[src/rtl/mem_pkg.sv]
// Shared encodings and record types for the MEM pipeline stage and its
// data-memory bus sequencer.
package mem_pkg;

    typedef enum logic [1:0] {
        MTR_ALU  = 2'b00,
        MTR_MEM  = 2'b01,
        MTR_LINK = 2'b10,
        MTR_RSVD = 2'b11    // decodes like MTR_ALU
    } mtr_e;

    typedef enum logic {
        ST_IDLE = 1'b0,
        ST_BUSY = 1'b1
    } bus_state_e;

    // Contents of the MEM/WB pipeline register.
    typedef struct packed {
        logic        reg_wr;
        logic [4:0]  reg_dst;
        logic [31:0] data;
    } mem_wb_t;

    // Instruction fields held while a bus transaction is outstanding.
    typedef struct packed {
        logic        reg_wr;
        logic [4:0]  reg_dst;
        mtr_e        mtr;
        logic [31:0] alu;
        logic [31:0] pc;
    } mem_instr_t;

    localparam mem_wb_t    WB_BUBBLE    = '0;
    localparam mem_instr_t INSTR_BUBBLE = '0;

    function automatic logic [31:0] wb_select(
        input mtr_e        mtr,
        input logic [31:0] alu,
        input logic [31:0] ld,
        input logic [31:0] pc
    );
        case (mtr)
            MTR_MEM:  return ld;
            MTR_LINK: return pc + 32'd4;
            default:  return alu;
        endcase
    endfunction

    function automatic mem_wb_t make_wb(
        input logic        reg_wr,
        input logic [4:0]  reg_dst,
        input logic [31:0] data
    );
        mem_wb_t wb;
        wb.reg_wr  = reg_wr && (reg_dst != 5'd0);  // r0 is hardwired to zero
        wb.reg_dst = reg_dst;
        wb.data    = data;
        return wb;
    endfunction

endpackage

[src/rtl/dmem_bus_fsm.sv]
// Request/ack sequencer for the data-memory bus: IDLE/BUSY state, timeout
// counter, registered bus drive, and the stall/done/abort strobes.
module dmem_bus_fsm
    import mem_pkg::*;
#(
    parameter int TIMEOUT = 16,
    parameter int CNT_W   = 5
) (
    input  logic        clk,
    input  logic        reset,
    input  logic        flush,
    input  logic        mem_op,
    input  logic        aligned,
    input  logic        is_store,
    input  logic [31:0] addr,
    input  logic [31:0] wdata,
    input  logic        dmem_ack,
    output logic        dmem_req,
    output logic        dmem_we,
    output logic [31:0] dmem_addr,
    output logic [31:0] dmem_wdata,
    output logic        idle,
    output logic        accept,
    output logic        misalign,
    output logic        done,
    output logic        abort,
    output logic        mem_stall
);

    localparam logic [CNT_W-1:0] CNT_LAST = CNT_W'(TIMEOUT - 1);

    bus_state_e       state_q, state_d;
    logic [CNT_W-1:0] cnt_q, cnt_d;
    logic             req_q, req_d;
    logic             we_q, we_d;
    logic [31:0]      addr_q, addr_d;
    logic [31:0]      wdata_q, wdata_d;

    always_comb begin
        idle     = (state_q == ST_IDLE);
        accept   = idle && !flush && mem_op && aligned;
        misalign = idle && !flush && mem_op && !aligned;
        done     = !idle && dmem_ack;
        abort    = !idle && !dmem_ack && (cnt_q == CNT_LAST);
        // Completion and abort both release upstream in the same cycle.
        mem_stall = !reset && (accept || (!idle && !dmem_ack && !abort));

        // NOTE: every _d takes its hold value before the branches, so no path leaves it unassigned and no latch is inferred.
        state_d = state_q;
        cnt_d   = cnt_q;
        req_d   = req_q;
        we_d    = we_q;
        addr_d  = addr_q;
        wdata_d = wdata_q;

        if (accept) begin
            state_d = ST_BUSY;
            cnt_d   = '0;
            req_d   = 1'b1;
            we_d    = is_store;
            addr_d  = addr;
            wdata_d = wdata;
        end else if (done || abort) begin
            state_d = ST_IDLE;
            cnt_d   = '0;
            req_d   = 1'b0;
            we_d    = 1'b0;
            addr_d  = '0;
            wdata_d = '0;
        end else if (!idle) begin
            cnt_d = cnt_q + CNT_W'(1);
        end
    end

    // NOTE: state is updated with non-blocking assignments so every flop samples pre-edge values; reset is asynchronous.
    always_ff @(posedge clk or posedge reset) begin
        if (reset) begin
            state_q <= ST_IDLE;
            cnt_q   <= '0;
            req_q   <= 1'b0;
            we_q    <= 1'b0;
            addr_q  <= '0;
            wdata_q <= '0;
        end else begin
            state_q <= state_d;
            cnt_q   <= cnt_d;
            req_q   <= req_d;
            we_q    <= we_d;
            addr_q  <= addr_d;
            wdata_q <= wdata_d;
        end
    end

    assign dmem_req   = req_q;
    assign dmem_we    = we_q;
    assign dmem_addr  = addr_q;
    assign dmem_wdata = wdata_q;

endmodule

[src/rtl/mem_access_stage.sv]
// MEM pipeline stage: issues word loads/stores on the data bus, stalls
// upstream while busy, flags faults, and owns the MEM/WB register.
module mem_access_stage
    import mem_pkg::*;
#(
    parameter int TIMEOUT = 16,
    parameter int CNT_W   = 5
) (
    input  logic        clk,
    input  logic        reset,
    input  logic        flush,
    input  logic        RegWr_i,
    input  logic        MemRead_i,
    input  logic        MemWr_i,
    input  logic [1:0]  MemtoReg_i,
    input  logic [31:0] ALUOut_i,
    input  logic [31:0] MemWrData_i,
    input  logic [4:0]  RegDstAddr_i,
    input  logic [31:0] PC_i,
    output logic        dmem_req,
    output logic        dmem_we,
    output logic [31:0] dmem_addr,
    output logic [31:0] dmem_wdata,
    input  logic [31:0] dmem_rdata,
    input  logic        dmem_ack,
    output logic        mem_stall,
    output logic        exc_misaligned,
    output logic        bus_err,
    output logic [31:0] exc_addr,
    output logic        wb_RegWr,
    output logic [4:0]  wb_RegDst,
    output logic [31:0] wb_Data
);

    logic mem_op, aligned, is_store;
    logic idle, accept, misalign, done, abort;

    mem_instr_t  lat_q, lat_d;
    mem_wb_t     wb_q, wb_d;
    logic        exc_mis_q, exc_mis_d;
    logic        bus_err_q, bus_err_d;
    logic [31:0] exc_addr_q, exc_addr_d;

    // A combined read+write request is executed as a load.
    assign mem_op   = MemRead_i || MemWr_i;
    assign aligned  = (ALUOut_i[1:0] == 2'b00);
    assign is_store = MemWr_i && !MemRead_i;

    dmem_bus_fsm #(
        .TIMEOUT (TIMEOUT),
        .CNT_W   (CNT_W)
    ) u_bus (
        .clk        (clk),
        .reset      (reset),
        .flush      (flush),
        .mem_op     (mem_op),
        .aligned    (aligned),
        .is_store   (is_store),
        .addr       (ALUOut_i),
        .wdata      (MemWrData_i),
        .dmem_ack   (dmem_ack),
        .dmem_req   (dmem_req),
        .dmem_we    (dmem_we),
        .dmem_addr  (dmem_addr),
        .dmem_wdata (dmem_wdata),
        .idle       (idle),
        .accept     (accept),
        .misalign   (misalign),
        .done       (done),
        .abort      (abort),
        .mem_stall  (mem_stall)
    );

    always_comb begin
        lat_d = lat_q;
        if (accept) begin
            lat_d = '{reg_wr:  RegWr_i,
                      reg_dst: RegDstAddr_i,
                      mtr:     mtr_e'(MemtoReg_i),
                      alu:     ALUOut_i,
                      pc:      PC_i};
        end

        // Anything other than a completed access or a plain ALU op writes a bubble.
        wb_d = WB_BUBBLE;
        if (done) begin
            wb_d = make_wb(lat_q.reg_wr, lat_q.reg_dst,
                           wb_select(lat_q.mtr, lat_q.alu, dmem_rdata, lat_q.pc));
        end else if (idle && !flush && !mem_op) begin
            wb_d = make_wb(RegWr_i, RegDstAddr_i,
                           wb_select(mtr_e'(MemtoReg_i), ALUOut_i, 32'd0, PC_i));
        end

        exc_mis_d  = misalign;
        bus_err_d  = abort;
        exc_addr_d = exc_addr_q;
        if (misalign) begin
            exc_addr_d = ALUOut_i;
        end else if (abort) begin
            exc_addr_d = dmem_addr;
        end
    end

    always_ff @(posedge clk or posedge reset) begin
        if (reset) begin
            lat_q      <= INSTR_BUBBLE;
            wb_q       <= WB_BUBBLE;
            exc_mis_q  <= 1'b0;
            bus_err_q  <= 1'b0;
            exc_addr_q <= '0;
        end else begin
            lat_q      <= lat_d;
            wb_q       <= wb_d;
            exc_mis_q  <= exc_mis_d;
            bus_err_q  <= bus_err_d;
            exc_addr_q <= exc_addr_d;
        end
    end

    assign exc_misaligned = exc_mis_q;
    assign bus_err        = bus_err_q;
    assign exc_addr       = exc_addr_q;
    assign wb_RegWr       = wb_q.reg_wr;
    assign wb_RegDst      = wb_q.reg_dst;
    assign wb_Data        = wb_q.data;

endmodule

[config.mk]
export PLATFORM = sky130hd
export DESIGN_NAME = mem_access_stage
export DESIGN_NICKNAME = d
export VERILOG_FILES = /design/src/rtl/mem_pkg.sv /design/src/rtl/dmem_bus_fsm.sv /design/src/rtl/mem_access_stage.sv
export SDC_FILE = /design/constraint.sdc
export NUM_CORES = 1
export LEC_CHECK = 0
export ABC_AREA = 1
export CELL_PAD_IN_SITES_DETAIL_PLACEMENT = 2
export CELL_PAD_IN_SITES_GLOBAL_PLACEMENT = 2
export CORE_ASPECT_RATIO = 1.4
export CORE_MARGIN = 1.5
export CORE_UTILIZATION = 30
export DETAILED_ROUTE_END_ITERATION = 10
export PLACE_DENSITY_LB_ADDON = 0.25
export SLEW_MARGIN = 20
export SYNTH_ARGS = -nofsm -noshare
export SYNTH_HDL_FRONTEND = slang
export SYNTH_SLANG_ARGS = --single-unit
export TNS_END_PERCENT = 10
[constraint.sdc]
create_clock -name clk -period 20.1 [get_ports clk]
set_input_delay 2.01 -clock clk [delete_from_list [all_inputs] [get_ports clk]]
set_output_delay 2.01 -clock clk [all_outputs]
set_load 0.03 [all_outputs]
==> summary.txt <==
Cell count after placement: 2059
Count of max-cap constraint violations: 0
Remaining max-slew budget at the tightest pin: 28.2%
Source-to-sink clock delay at the later pin of the worst-skew pair: 0.54 ns
Highest clock frequency the design can meet: 141 MHz
Initial Utilization: 30.3%
Layout Skew: 0.0135 ns
Via density per instance: 5.19
Post-Synthesis Net Count: 1523
Hold Fails Final Rpt: 0
Placeable core region: 35700 sq um
Crit path required time: 18.09 ns
Unrepaired setup endpoints after global routing: no
Cells after Synth: 1374
Class of the most critical setup path: in -> out
Detailed-route wire length: 49.6 mm
Power density over the cells: 146 nW/um^2
Setup_tns: 0 ns
CTS tree: done
Post-synth EDFFs: 0
Total gr overflow: 0
Total number of cells along the worst setup path: 9
Gr usage total: 26.9%
Synth Area per Inst: 7.87 sq um
Worst supply voltage drop on vdd: 0.0702 mV
Post-CTS setup buffer count: 0
Minimum clock period: 7.12 ns
Count of cells resized by post-cts repair: 0
Main flop type after synthesis: sky130_fd_sc_hd__dfrtp_1
Total number of vias: 10944
CTS buffer count: 24
Worst Reg-to-Reg Cells: 11
Area Overhead vs Synth: 38.2%
Number of slew-limit violations in the final report: 0
Final RePlAce weighted congestion: 0.840
IO Pins: 281
Number of warnings reported in the yosys synthesis log: 0
Classification of the worst-slack hold path: reg -> reg
CTS max path bufs: 3
Sort of element at the end of the critical path: output port
Flip-flop and latch count after synthesis: 215
Critical-path maximum fanout: 35
Distinct cells, synth: 39
Number of global-route vias before repair: 12174
X dimension of the die: 163 um
Nature of the critical path startpoint: input pin
CTS root buffer: sky130_fd_sc_hd__clkbuf_16
Global-route wire length before repair: 74.7 mm
Share of flip-flops with an asynchronous set or reset: 100%
Cell Chain, Critical Path: clkdlybuf4s50_1, nand2_1, inv_2, nor2_4, nand2_8, nor2_4, inv_2, a21oi_1, clkdlybuf4s50_1
Remaining number of nets flagged by the antenna check after routing: 0
Actual slew at the worst max-slew pin: 1.08 ns
Delay-heaviest family, CP: buffers and inverters
Final period utilization: 35.4%
Initial antenna violation count: 4
Leakage power total: 6.76 nW
IO buf count: 280
Mapped Area: 10800 sq um
Drt pass-1 iters: 4
CP arrival: 5.11 ns
# clock sinks: 215
Setup-failing EPs final: 0
Fillcell total: 4029
Run status: completed
CTS Hold Bufs: 0
Peak per-stage delay on the critical path: 0.75 ns
DRC errors left: 0
Clock-pin slew reported for the worst setup and hold paths after clock tree synthesis: 0.07 ns
Share of synthesized area occupied by flip-flops and latches: 49.7%
Wire per inst: 23.5 um
Estimated wirelength of the detail-placed design: 36.9 mm
Slowest library cell on the worst path: sky130_fd_sc_hd__nand2_1
Height of the die: 228 um
Number of levels the H-tree was split into: 1
Combined buffer and inverter count along the critical path: 4
Number of core rows: 82
1st-iter DRT viols: 484
Area enclosed by the die boundary: 37200 sq um
Cells on Worst Hold Path: 2
Number of non-filler instances in the completed layout: 2107
Largest net degree at the start of global routing: 92
Nets@finish: 1772
Share of layout cells above drive strength 1: 5.49%
-- registers in the layout (all words and copies together), names as in the netlist --
register	cells
lat_q	72
u_bus.dmem_addr	32
exc_addr	32
u_bus.dmem_req	1
wb_Data	32
u_bus.cnt_q	5
wb_RegDst	5
u_bus.dmem_we	1
exc_misaligned	1
u_bus.dmem_wdata	32
bus_err	1
wb_RegWr	1
-- worst reg2reg max path, delay by kind of cell, from the launching register on --
kind | cells | cell delay, ns
and+or+nand+nor | 5 | 1.15
buffers and inverters | 3 | 0.80
adders and majority gates | 2 | 0.46
AOI/OAI and AO/OA | 1 | 0.22
DFF | 1 | 0.42
-- routing by layer --
metal | up-vias | global-route usage (%) | routed length, um
li1 | 5021 | - | -
met1 | 5565 | 30.7 | 19300
met2 | 256 | 49.1 | 26000
met3 | 102 | 3.36 | 1820
met4 | 0 | 13.3 | 2470
met5 | - | 0 | 0
-- layout by cell type, fill, tap and decap left out, drive strengths merged, types with 32 or more instances in the layout --
cell type / instances
nand3: 97
a21oi: 61
o21ai: 131
nor2: 143
nand2: 367
clkdlybuf4s50: 280
dfrtp: 215
a22o: 32
o22ai: 35
inv: 157
-- cells in the mapped netlist, types with 4 or more instances --
master | instances | area share, %
sky130_fd_sc_hd__dfrtp_1 | 215 | 50
sky130_fd_sc_hd__buf_2 | 33 | 1.5
sky130_fd_sc_hd__a22oi_1 | 4 | 0.28
sky130_fd_sc_hd__inv_2 | 11 | 0.38
sky130_fd_sc_hd__o22ai_1 | 35 | 2.0
sky130_fd_sc_hd__o21ai_1 | 82 | 3.8
sky130_fd_sc_hd__o221ai_1 | 29 | 2.3
sky130_fd_sc_hd__inv_1 | 145 | 5.0
sky130_fd_sc_hd__nor2_2 | 15 | 0.87
sky130_fd_sc_hd__a21oi_1 | 61 | 2.8
sky130_fd_sc_hd__a22o_1 | 32 | 2.6
sky130_fd_sc_hd__o21ai_0 | 49 | 2.3
sky130_fd_sc_hd__o211ai_1 | 5 | 0.35
sky130_fd_sc_hd__ha_1 | 7 | 0.81
sky130_fd_sc_hd__nand2_1 | 363 | 13
sky130_fd_sc_hd__nand3_1 | 95 | 4.4
sky130_fd_sc_hd__nor2_1 | 125 | 4.3
sky130_fd_sc_hd__clkbuf_1 | 28 | 0.97
-- cell type report --
type	instances	area, sq um	area share [%]
sequential	215	5380	36.0
multi-input combinational	935	4550	30.4
timing repair buffer	290	2880	19.3
clock buffer	30	694	4.65
inverter	157	597	3.99
tap	462	578	3.87
clock inverter	13	253	1.69
antenna	5	12.5	0.0837
-- report_power, final --
part / total, W / internal [W] / switching (W)
sequential: 0.000717 / 0.000583 / 0.000134
combinational: 0.000937 / 0.000330 / 0.000607
clock: 0.000533 / 0.000335 / 0.000198
total: 0.00219 / 0.00125 / 0.000939
-- worst paths after layout --
kind	startpoint	endpoint	slack, ns
max in group asynchronous	reset	u_bus.dmem_wdata[17]	16.76
min in group asynchronous	reset	bus_err	1.99
hold / removal	lat_q[33]	lat_q[33]	0.47
setup reg to reg	u_bus.cnt_q[0]	u_bus.cnt_q[4]	16.97
setup / recovery	dmem_ack	mem_stall	12.98
hold reg to reg	lat_q[33]	lat_q[33]	0.47
-- stage by stage --
step           cell area (sq um)  power [W]  hold slack [ns]  utilization, %  setup WS (ns)
4_1_cts                    14900    0.00221            0.475            41.8          12.94
6_report                   14900    0.00219            0.472            41.8          12.98
3_5_place_dp               14000    0.00165            0.459            39.1          12.93
2_1_floorplan              10800    0.00120            0.431               -          12.21
3_3_place_gp               14000    0.00162            0.444            39.1          12.99
5_1_grt                    14900    0.00230            0.506            41.8          12.77
-- cells by family (layout without fill, tap and decap cells) --
kind of cell,count (synthesis),after routing,synth area share [%]
flops,215,215,49.7
compound gates,305,305,17.1
fa+ha+maj,7,7,0.810
buf+inv,224,490,8.33
simple gates,620,620,23.8
other cells,0,5,0
xor+xnor,3,3,0.243
Power figures use the tool's default switching activity.
